$ cat config.mk
export PLATFORM = sky130hd
export DESIGN_NAME = noc_output_arbiter
export DESIGN_NICKNAME = d
export VERILOG_FILES = /design/src/rtl/noc_output_arbiter.sv
export SDC_FILE = /design/constraint.sdc
export NUM_CORES = 1
export LEC_CHECK = 0
export CORE_AREA = 2 2 98 76
export DETAILED_ROUTE_END_ITERATION = 8
export DIE_AREA = 0 0 100 78
export PLACE_DENSITY = 0.77
export SLEW_MARGIN = 20
export SYNTH_ARGS = -nofsm -noshare
export SYNTH_HDL_FRONTEND = slang
export SYNTH_SLANG_ARGS = --single-unit
export TNS_END_PERCENT = 10
$ cat constraint.sdc
create_clock -name i_clk -period 2.6 [get_ports i_clk]
set_input_delay 0.52 -clock i_clk [delete_from_list [all_inputs] [get_ports i_clk]]
set_output_delay 0.52 -clock i_clk [all_outputs]
set_load 0.005 [all_outputs]
$ cat src/rtl/noc_output_arbiter.sv
// Round-robin output-port arbiter with burst limiting for the 32-bit NoC switch.
// Define NOC_ARB_STATS_EN to add the o_xfer_count / o_stall_count statistics outputs.
module noc_output_arbiter #(
    parameter int DataWidth = 32,
    parameter int NumReq    = 4,
    parameter int MaxBurst  = 4
) (
    input  logic                          i_clk,
    input  logic                          i_reset,
    input  logic [NumReq*DataWidth-1:0]   i_data,
    input  logic [NumReq-1:0]             i_data_valid,
    output logic [NumReq-1:0]             o_data_ready,
    output logic [DataWidth-1:0]          o_data,
    output logic                          o_data_valid,
    input  logic                          i_data_ready,
    output logic [NumReq-1:0]             o_grant,
    output logic                          o_busy
`ifdef NOC_ARB_STATS_EN
    ,
    output logic [31:0]                   o_xfer_count,
    output logic [31:0]                   o_stall_count
`endif
);

    localparam int IdxW = (NumReq > 1) ? $clog2(NumReq) : 1;

    typedef enum logic [0:0] {
        ST_IDLE  = 1'b0,
        ST_GRANT = 1'b1
    } state_t;

    state_t              state_r, state_s;
    logic [IdxW-1:0]     idx_r, idx_s, rr_r, rr_s, ptr_s, sel_s, cand_s;
    logic [NumReq-1:0]   grant_r, grant_s, mask_s;
    logic [7:0]          burst_r, burst_s;
    logic                busy_s, cur_valid_s, xfer_s, last_beat_s, drop_s, release_s;
    logic                found_s, hit_s;

    function automatic logic [IdxW-1:0] wrap_idx(input int v);
        int w;
        w = (v >= NumReq) ? (v - NumReq) : v;
        return IdxW'(w);
    endfunction

    function automatic logic [NumReq-1:0] onehot(input logic [IdxW-1:0] i);
        logic [NumReq-1:0] v;
        v    = '0;
        v[i] = 1'b1;
        return v;
    endfunction

    // Transfer and release conditions for the currently held grant
    always_comb begin
        busy_s      = (state_r == ST_GRANT);
        cur_valid_s = busy_s & i_data_valid[idx_r];
        xfer_s      = cur_valid_s & i_data_ready;
        last_beat_s = xfer_s & (burst_r == 8'(MaxBurst - 1));
        drop_s      = busy_s & ~i_data_valid[idx_r];
        release_s   = last_beat_s | drop_s;
    end

    // On release the search starts past the old owner; an emptied owner is excluded
    always_comb begin
        if (release_s) begin
            ptr_s = (idx_r == IdxW'(NumReq - 1)) ? '0 : (idx_r + IdxW'(1'b1));
        end else begin
            ptr_s = rr_r;
        end
        if (drop_s) begin
            mask_s = i_data_valid & ~onehot(idx_r);
        end else begin
            mask_s = i_data_valid;
        end
    end

    // Wrapping priority search; scanning backwards leaves the closest hit in sel_s
    always_comb begin
        found_s = 1'b0;
        sel_s   = '0;
        cand_s  = '0;
        hit_s   = 1'b0;
        for (int i = NumReq - 1; i >= 0; i--) begin
            cand_s  = wrap_idx(int'(ptr_s) + i);
            hit_s   = mask_s[cand_s];
            found_s = found_s | hit_s;
            sel_s   = hit_s ? cand_s : sel_s;
        end
    end

    // Next-state logic: grant from IDLE, hold, count beats, or hand over without a bubble
    always_comb begin
        state_s = state_r;
        idx_s   = idx_r;
        grant_s = grant_r;
        rr_s    = rr_r;
        burst_s = burst_r;
        case (state_r)
            ST_IDLE: begin
                if (found_s) begin
                    state_s = ST_GRANT;
                    idx_s   = sel_s;
                    grant_s = onehot(sel_s);
                end else begin
                    state_s = ST_IDLE;
                end
            end
            ST_GRANT: begin
                if (release_s) begin
                    rr_s    = ptr_s;
                    burst_s = 8'd0;
                    if (found_s) begin
                        idx_s   = sel_s;
                        grant_s = onehot(sel_s);
                    end else begin
                        state_s = ST_IDLE;
                        grant_s = '0;
                    end
                end else if (xfer_s) begin
                    burst_s = burst_r + 8'd1;
                end else begin
                    burst_s = burst_r;
                end
            end
            default: begin
                state_s = ST_IDLE;
                grant_s = '0;
            end
        endcase
    end

    // Arbitration state registers
    always_ff @(posedge i_clk or posedge i_reset) begin
        if (i_reset) begin
            state_r <= ST_IDLE;
            idx_r   <= '0;
            grant_r <= '0;
            rr_r    <= '0;
            burst_r <= 8'd0;
        end else begin
            state_r <= state_s;
            idx_r   <= idx_s;
            grant_r <= grant_s;
            rr_r    <= rr_s;
            burst_r <= burst_s;
        end
    end

    // Link mux driven straight from the registered grant
    always_comb begin
        o_data       = i_data[int'(idx_r)*DataWidth +: DataWidth];
        o_data_valid = cur_valid_s;
        if (busy_s) begin
            o_data_ready = grant_r & {NumReq{i_data_ready}};
        end else begin
            o_data_ready = '0;
        end
    end

    assign o_grant = grant_r;
    assign o_busy  = busy_s;

`ifdef NOC_ARB_STATS_EN
    logic [31:0] xfer_cnt_r, stall_cnt_r;

    // Free-running transfer and stall counters, wrapping naturally
    always_ff @(posedge i_clk or posedge i_reset) begin
        if (i_reset) begin
            xfer_cnt_r  <= 32'd0;
            stall_cnt_r <= 32'd0;
        end else begin
            if (xfer_s) begin
                xfer_cnt_r <= xfer_cnt_r + 32'd1;
            end
            if (cur_valid_s & ~i_data_ready) begin
                stall_cnt_r <= stall_cnt_r + 32'd1;
            end
        end
    end

    assign o_xfer_count  = xfer_cnt_r;
    assign o_stall_count = stall_cnt_r;
`endif

endmodule

; Word-level counts from Yosys, hierarchy flattened
; Index checks and enable logic that the tools add are counted.
[classes]
n_addsub = 9
mul = 0
n_div = 0
n_lt_le_gt_ge = 12
eq_ne = 4
shift = 1
muxes = 38
n_bitwise = 13
reduce_logical = 6
[ops]
columns = cell, n
row1 = $shiftx A128 B8 Y32, 1
row2 = $mux W2, 12
row3 = $mux W4, 5
row4 = $lt A2 B3 Y1 const B, 6
row5 = $mux W8, 2
row6 = $bmux W1 S2, 5
row7 = $ge A3 B3 Y1 const B, 3
row8 = $mux W1, 9
row9 = $add A8 B1 Y8 const B, 1
row10 = $and A4 B4 Y4, 2
row11 = $eq A8 B2 Y1 const B, 1
row12 = $pmux W4 S2, 1
row13 = $sub A2 B1 Y2 const B, 4
row14 = $add A2 B2 Y3 const B, 2
row15 = $reduce_and A2 Y1, 3
row16 = $and A1 B1 Y1, 4
row17 = $demux W1 S2, 2
row18 = $ge A2 B1 Y1 const B, 2
row19 = $not A4 Y4, 1
row20 = $or A1 B1 Y1, 4
row21 = $pmux W2 S2, 1
row22 = $add A2 B1 Y3 const B, 1
row23 = $ge A2 B3 Y1 const B, 1
row24 = $add A2 B1 Y2 const B, 1
row25 = 7 further kinds, 9
[word_totals]
reg_bits = 17
latch_bits = 0
ram_bits = 0
rom_bits = 0
in_bits = 135
output_inout_bits = 42
elab_cells = 88
mem_count = 0

; Logic depth before layout (Yosys ltp)
; Gate-level depths: netlist (run 1).
[depth]
word_depth = 23
depth_mapped = 10

; Least setup slack after synthesis (run 1)
; OpenSTA, ideal clock, no wires.
[synth_timing]
path_kind = reg-to-reg
startpoint = reg idx_r[0]
endpoint = reg grant_r[0], in the netlist o_grant[0]
setup_time_ps = 121
arrival_time_ps = 2368
t_required_ps = 2479
path_slack_ps = 111
path_stages_with_launch = 10
path_buffers = 2
period_less_slack_ps = 2489
cell_sequence = dfrtp_1 buf_6 buf_1 inv_1 ha_1 mux2i_4 clkinv_2 a211oi_1 nor3_2 a22o_1
[synth_between]
elab_chain_len = 23
elab_cells_between_ends = 62
[synth_lines]
columns = element, line
row1 = start: declaration, 33  ; logic [IdxW-1:0] idx_r, idx_s, rr_r, rr_s, ptr_s, sel_s, cand_s;
row2 = start signal: assignment, 141  ; idx_r <= idx_s;
row3 = $bmux W1 S2, "55, 58"
row4 = $mux W1 (implied by the code), "55, 58"
row5 = $and A1 B1 Y1, 55  ; cur_valid_s = busy_s & i_data_valid[idx_r];
row6 = $and A1 B1 Y1, 56  ; xfer_s = cur_valid_s & i_data_ready;
row7 = $and A1 B1 Y1, 57  ; last_beat_s = xfer_s & (burst_r == 8'(MaxBurst - 1));
row8 = $or A1 B1 Y1, 59  ; release_s = last_beat_s | drop_s;
row9 = $mux W2, 64  ; if (release_s) begin
row10 = $add A2 B2 Y3, 83  ; cand_s = wrap_idx(int'(ptr_s) + i);
row11 = [4 not listed], --
row12 = $mux W2 (4 in series), 86  ; sel_s = hit_s ? cand_s : sel_s;
row13 = $lt A2 B3 Y1 (implied by the code) or $ge A2 B1 Y1 (tied branches), 48  ; v[i] = 1'b1;
row14 = $logic_and A1 B1 Y1 (implied by the code), 48
row15 = $mux W1 (implied by the code), 48
row16 = $demux W1 S2, 48
row17 = $mux W4, 111  ; if (found_s) begin
row18 = $mux W4, 108  ; if (release_s) begin
row19 = $pmux W4 S2, 97  ; case (state_r)
row20 = end signal: assignment, 142  ; grant_r <= grant_s;
row21 = end: declaration, 34  ; logic [NumReq-1:0] grant_r, grant_s, mask_s;
; Parallel ways exist; a longest one is shown, timed or not. The select of a mux whose other input is x is not followed.
; A chain may end at the register's enable or synchronous reset.

; Worst setup path after layout (run 1)
[layout_timing]
startpoint = in i_data_valid[0]
endpoint = out o_data_valid
[layout_between]
elab_chain_len = 3
[layout_lines]
columns = element, line
row1 = start: declaration, 11  ; input logic [NumReq-1:0] i_data_valid,
row2 = $bmux W1 S2, 55
row3 = $mux W1 (implied by the code), 55
row4 = $and A1 B1 Y1, 55
row5 = end: declaration, 14  ; output logic o_data_valid,
; Every way passes these cells. The select of a mux whose other input is x is not followed.

==> flow_summary.yaml, run 1 <==
yosys:
  synth_edf_count: 0
  syn_inst: 149
  synth_cell_types: 46
  synth_async_sr_flop_share: 1.00
  synth_warnings: 0
  syn_area_per_cell_sq_um: 12.5
  syn_nets: 289
  ys_seq_elements: 17
  netlist_area_sq_um: 1870
  yosysSeqAreaShare: 0.228
  synth_ff_type: "dfrtp_1"
detailed_routing:
  drc_errors: 0
  routed_via_density: 5.04
  firstDrtPassIters: 4
  vias: 2135
  ant_nets: 0
  routed_wl_microns: 8270
  drt_iter0_drc: 81
  wl_per_cell_microns: 19.5
placed_design:
  portBuffers: 176
  post_dp_cell_area_sq_um: 3840
  place_congestion: 0.874
  hpwl_microns: 7110
timing:
  hold_violations: 0
  hold_slack_ns: 0.521
  setup-tns-final_ns: 0
  slew_headroom: 0.561
  setup_viol: 0
  final.min_clock_period_ns: 2.53
  slew_viol_final: 0
  fin_crit_sh: 0.973
  worst_pin_slew_ns: 0.658
  rsz0062_at_grt: "true"
  finalClockSkew_ns: 0.00158
  max_freq_ghz: 0.395
clock_tree:
  cts.repair.resized: 1
  cts_setup_buffers: 0
  clockBufferDepth: 2
  h-tree-depth: 1
  cts_num_sinks: 17
  postCtsHoldBufs: 0
  clock-root-buffer: "clkbuf_8"
  path_clk_slew_ns: 0.06
  insertion_delay_ns: 0.25
  cts_tree: "built"
  cts_buffers: 3
floorplan:
  die-height_microns: 78
  die_x_microns: 100
  core_sq_um: 6770
  ioPinCount: 177
  rows: 26
  fp.dieArea_sq_um: 7800
  start_util: 0.276
pwr:
  vdd_drop_max_uv: 630
  power_density_nw_per_um2: 849
  leakage_nw: 1.52
  power.total_w: 0.00333
grt:
  overflow: 0
  grt_max_degree: 23
  grtUsageTotal: 0.201
  grt_pass1_wl_microns: 12100
  grt_pass1_vias: 2210
  antenna_found_initial: 0
finish:
  drive_gt1_frac: 0.224
  finish.instance_area_sq_um: 3920
  nets: 481
  final_core_util: 0.580
  area_growth_pct: 110
  n_antenna_cell: 0
setup_path:
  crit_arrival_ns: 2.01
  path_class: "input pin to output port"
  end_kind: "output port"
  cp-start-kind: "input pin"
  crit_required_ns: 2.08
  crit_fanout: 3
run:
  maxCapViolCount: 0
run_status:
  run_status: "finished, final reports clean"
min_path:
  min_path_type: "register to register"
[flip-flops by register name (all words and copies together), names as in the netlist]
signal / count
idx_r: 2
o_grant: 4
burst_r: 8
o_busy: 1
rr_r: 2
[worst max-delay path: stages]
cell and delay [ns]:
clkdlybuf4s50_1 0.45, mux2_4 0.32, mux2i_2 0.20, nor2_1 0.08
clkdlybuf4s50_1 0.45
[cells in the mapped netlist (2+ instances only)]
library cell  number  area, sq um
a22o_1             2         17.5
a21oi_2            2         17.5
dfrtp_1           17          425
and3_1             5         31.3
nor3_1             2         10.0
a21oi_1            2         10.0
nor2_1            10         37.5
mux2_4             2         30.0
ha_1               5         62.6
xor2_1             5         43.8
a21boi_2           2         22.5
o21ai_0            3         15.0
nand2_1            7         26.3
buf_1              3         11.3
nand4_1            3         18.8
nand3_1            3         15.0
a21boi_1           2         15.0
nand2b_1           2         12.5
mux2i_1            3         30.0
o21ai_1            3         15.0
inv_1              8         30.0
mux4_2            32          721
clkbuf_1           3         11.3
[area by class of cell]
| class | instances | area (sq um) |
|---|---|---|
| Fill cell | 578 | 2840 |
| Timing Repair Buffer | 196 | 1930 |
| Multi-Input combinational cell | 114 | 1380 |
| Sequential cell | 17 | 427 |
| Tap cell | 84 | 105 |
| Clock buffer | 4 | 45.0 |
| Inverter | 9 | 35.0 |
[cells in the final DEF, fill, tap and decap left out, drive strengths merged, types with 2 or more instances in the layout]
cell	n
clkdlybuf4s50	176
mux4	32
buf	20
dfrtp	17
nor2	10
nand2	9
inv	8
o21ai	6
xor2	5
and3	5
ha	5
clkbuf	4
mux2i	4
a21boi	4
a21oi	4
nand4	3
nand3	3
nor3	3
mux2	2
nand2b	2
a22o	2
[path summary, 6_finish.rpt]
check,startpoint,endpoint,slack [ns],cells after the start
max,i_data_valid[0],o_data_valid,0.07,5
min,burst_r[0],burst_r[0],0.52,1
max reg2reg,burst_r[0],o_grant[2],0.18,9
min reg2reg,burst_r[0],burst_r[0],0.52,1
max in group asynchronous,i_reset,idx_r[0],1.49,2
min in group asynchronous,i_reset,o_grant[2],0.66,2
[metrics by stage]
| step | instances | setup WS (ns) |
|---|---|---|
| 2_1_floorplan | 149 | 0.111 |
| 3_3_place_gp | 420 | -0.137 |
| 3_5_place_dp | 420 | -0.225 |
| 4_1_cts | 424 | 0.0252 |
| 5_1_grt | 424 | -0.00695 |
| 6_report | 424 | 0.0693 |
[cells by family after synthesis]
logic type / after synthesis / synth area share
simple gates: 40 / 0.119
mux: 38 / 0.430
compound gates: 25 / 0.115
buf+inv: 18 / 0.0475
flops: 17 / 0.228
xor+xnor: 6 / 0.0281
fa+ha+maj: 5 / 0.0335
[metal layers]
layer	track usage	up-vias	routed length [microns]
met4	0.0260	0	78
met5	0	-	0
met1	0.255	1045	3360
li1	-	982	-
met2	0.353	100	4140
met3	0.0559	8	680
[power breakdown]
| group | leakage, nW | switching, W | internal [W] |
|---|---|---|---|
| Sequential | 0.218 | 0.0000896 | 0.000346 |
| Clock | 0.0228 | 0.0000896 | 0.000109 |
| Combinational | 1.28 | 0.00106 | 0.00164 |
| Total | 1.52 | 0.00124 | 0.00209 |
(Power assumes the default switching activity.)
==> inputs of run 2 (changes only) <==
--- a/config.mk
+++ b/config.mk
@@ -8,6 +8,7 @@
 export CORE_AREA = 2 2 98 76
 export DETAILED_ROUTE_END_ITERATION = 8
 export DIE_AREA = 0 0 100 78
+export GPL_ROUTABILITY_DRIVEN = 0
 export PLACE_DENSITY = 0.77
 export SLEW_MARGIN = 20
 export SYNTH_ARGS = -nofsm -noshare
==> constraint.sdc (replaced) <==
create_clock -name i_clk -period 2.6 [get_ports i_clk]
set_input_delay 0.39 -clock i_clk [delete_from_list [all_inputs] [get_ports i_clk]]
set_output_delay 0.39 -clock i_clk [all_outputs]
set_load 0.005 [all_outputs]
==> run 2 against run 1 <==
Register-to-register slack better by 0.04 ns. Sequential power is 1% lower. First-iteration DRC count is 15% lower. Combinational power is 6% lower. Via count is 2.2% lower. Clock skew hardly changed. Largest cell class unchanged. Largest power group unchanged.
==> flow_summary.yaml, run 2 (synthesis results as in run 1) <==
run_status:
  run_status: "finished, final reports clean"
clock_tree:
  cts_tree: "built"
  cts_num_sinks: 17
  clock-root-buffer: "clkbuf_8"
  insertion_delay_ns: 0.25
  path_clk_slew_ns: 0.06
  clockBufferDepth: 2
  cts_buffers: 3
  h-tree-depth: 1
setup_path:
  crit_path_top_delay_cell: "mux4_2"
  end_kind: "output port"
  cp-start-kind: "register"
  crit_required_ns: 2.21
  crit_arrival_ns: 2.08
  path_class: "register to output port"
  path_cells: "buf_4 -> mux4_2 -> clkdlybuf4s50_1"
  max_stage_delay_ns: 0.56
  crit_fanout: 14
timing:
  setup-tns-final_ns: 0
  final.min_clock_period_ns: 2.47
  max_freq_ghz: 0.405
  fin_crit_sh: 0.950
  slew_viol_final: 0
  rsz0062_at_grt: "false"
  setup_viol: 0
  slew_headroom: 0.567
  finalClockSkew_ns: 0.00137
  hold_violations: 0
  worst_pin_slew_ns: 0.648
min_path:
  min_path_type: "register to register"
floorplan:
  start_util: 0.276
  fp.dieArea_sq_um: 7800
  core_sq_um: 6770
  die_x_microns: 100
  die-height_microns: 78
  ioPinCount: 177
  rows: 26
finish:
  finalNonFillerCells: 417
  area_growth_pct: 106
  final_common_cell: "clkdlybuf4s50_1"
  nets: 474
  n_antenna_cell: 0
  finish.instance_area_sq_um: 3850
  drive_gt1_frac: 0.201
  largest_register: "burst_r"
  most-common-layout-cells: "clkdlybuf4s50_1 (176), mux4_2 (32), dfrtp_1 (16)"
  largest_register_ffs: 8
detailed_routing:
  drt_iter0_drc: 69
  wl_per_cell_microns: 19.2
  drc_errors: 0
  ant_nets: 0
  firstDrtPassIters: 4
  vias: 2087
  routed_wl_microns: 8000
  routed_via_density: 5.00
pwr:
  p_sw_frac: 0.370
  power.internal_w: 0.00200
  p_switching_w: 0.00118
  seq_power_share: 0.135
  clkPwrFrac: 0.062
  vdd_drop_max_uv: 646
  power_density_nw_per_um2: 827
  combPwrFrac: 0.803
  leakage_nw: 1.49
grt:
  grt_pass1_wl_microns: 11900
  antenna_found_initial: 0
  grt_max_degree: 23
  overflow: 0
  grt_pass1_vias: 2174
  grtUsageTotal: 0.199
run:
  maxCapViolCount: 0
placed_design:
  post_dp_cell_area_sq_um: 3790
  portBuffers: 176
  hpwl_microns: 6900
  dp_cells: 413
==> run 2: final timing paths <==
kind                       depth (start not counted)  startpoint          to  slack, ns
max                                                3    idx_r[0]   o_data[9]       0.13
min                                                1  burst_r[0]  burst_r[0]       0.50
max reg2reg                                        8    idx_r[0]  o_grant[2]       0.22
min reg2reg                                        1  burst_r[0]  burst_r[0]       0.50
max in group asynchronous                          2     i_reset    idx_r[0]       1.62
min in group asynchronous                          2     i_reset  o_grant[1]       0.52
==> run 2: per-layer routing <==
metal	up-vias	track usage	wire length (microns)
li1	968	-	-
met1	1014	0.260	3260
met2	92	0.338	3990
met3	13	0.0432	633
met4	0	0.0438	111
met5	-	0	0
==> run 2: final cells by class <==
class,instances,area [sq um]
Fill cell,592,2920
Inverter,9,35.0
Timing Repair Buffer,189,1870
Sequential cell,17,427
Tap cell,84,105
Clock buffer,4,45.0
Multi-Input combinational cell,114,1360
==> run 2: critical path: cells and delay by family, from the launching register on <==
| kind | cells | cell delay (ns) |
|---|---|---|
| flops | 1 | 0.45 |
| buf+inv | 2 | 0.81 |
| mux | 1 | 0.56 |
==> run 2: power by group through the flow <==
stage | Sequential (W) | Combinational (W) | Clock, W
after global routing | 0.000442 | 0.00275 | 0.000223
after floorplan | 0.000400 | 0.00143 | 0
after global placement | 0.000434 | 0.00253 | 0
after CTS | 0.000429 | 0.00258 | 0.000205
final | 0.000430 | 0.00255 | 0.000197
after detailed placement | 0.000434 | 0.00257 | 0
==> run 2: what timing repair did <==
item                                    CTS  global route
endpoints found under the setup margin    0             5
hold buffers                              0             0
buffers inserted                          0             0
gates resized for setup                   0             2
==> run 2: through the flow <==
step | setup slack [ns] | total power [W] | utilization | hold WS, ns
global placement | -0.00997 | 0.00297 | 0.560 | 0.489
finish | 0.129 | 0.00318 | 0.569 | 0.503
detailed placement | -0.110 | 0.00300 | 0.560 | 0.501
global route | 0.0398 | 0.00341 | 0.569 | 0.562
floorplan | 0.111 | 0.00183 | - | 0.316
CTS | 0.0883 | 0.00321 | 0.567 | 0.510
==> inputs of run 3 (changes only) <==
--- a/config.mk
+++ b/config.mk
@@ -10,6 +10,7 @@
 export DIE_AREA = 0 0 100 78
 export GPL_ROUTABILITY_DRIVEN = 0
 export PLACE_DENSITY = 0.77
+export SKIP_LAST_GASP = 1
 export SLEW_MARGIN = 20
 export SYNTH_ARGS = -nofsm -noshare
 export SYNTH_HDL_FRONTEND = slang
==> results of run 3 <==
Same layout as run 2: the final DEF is identical, and so are final timing and power.
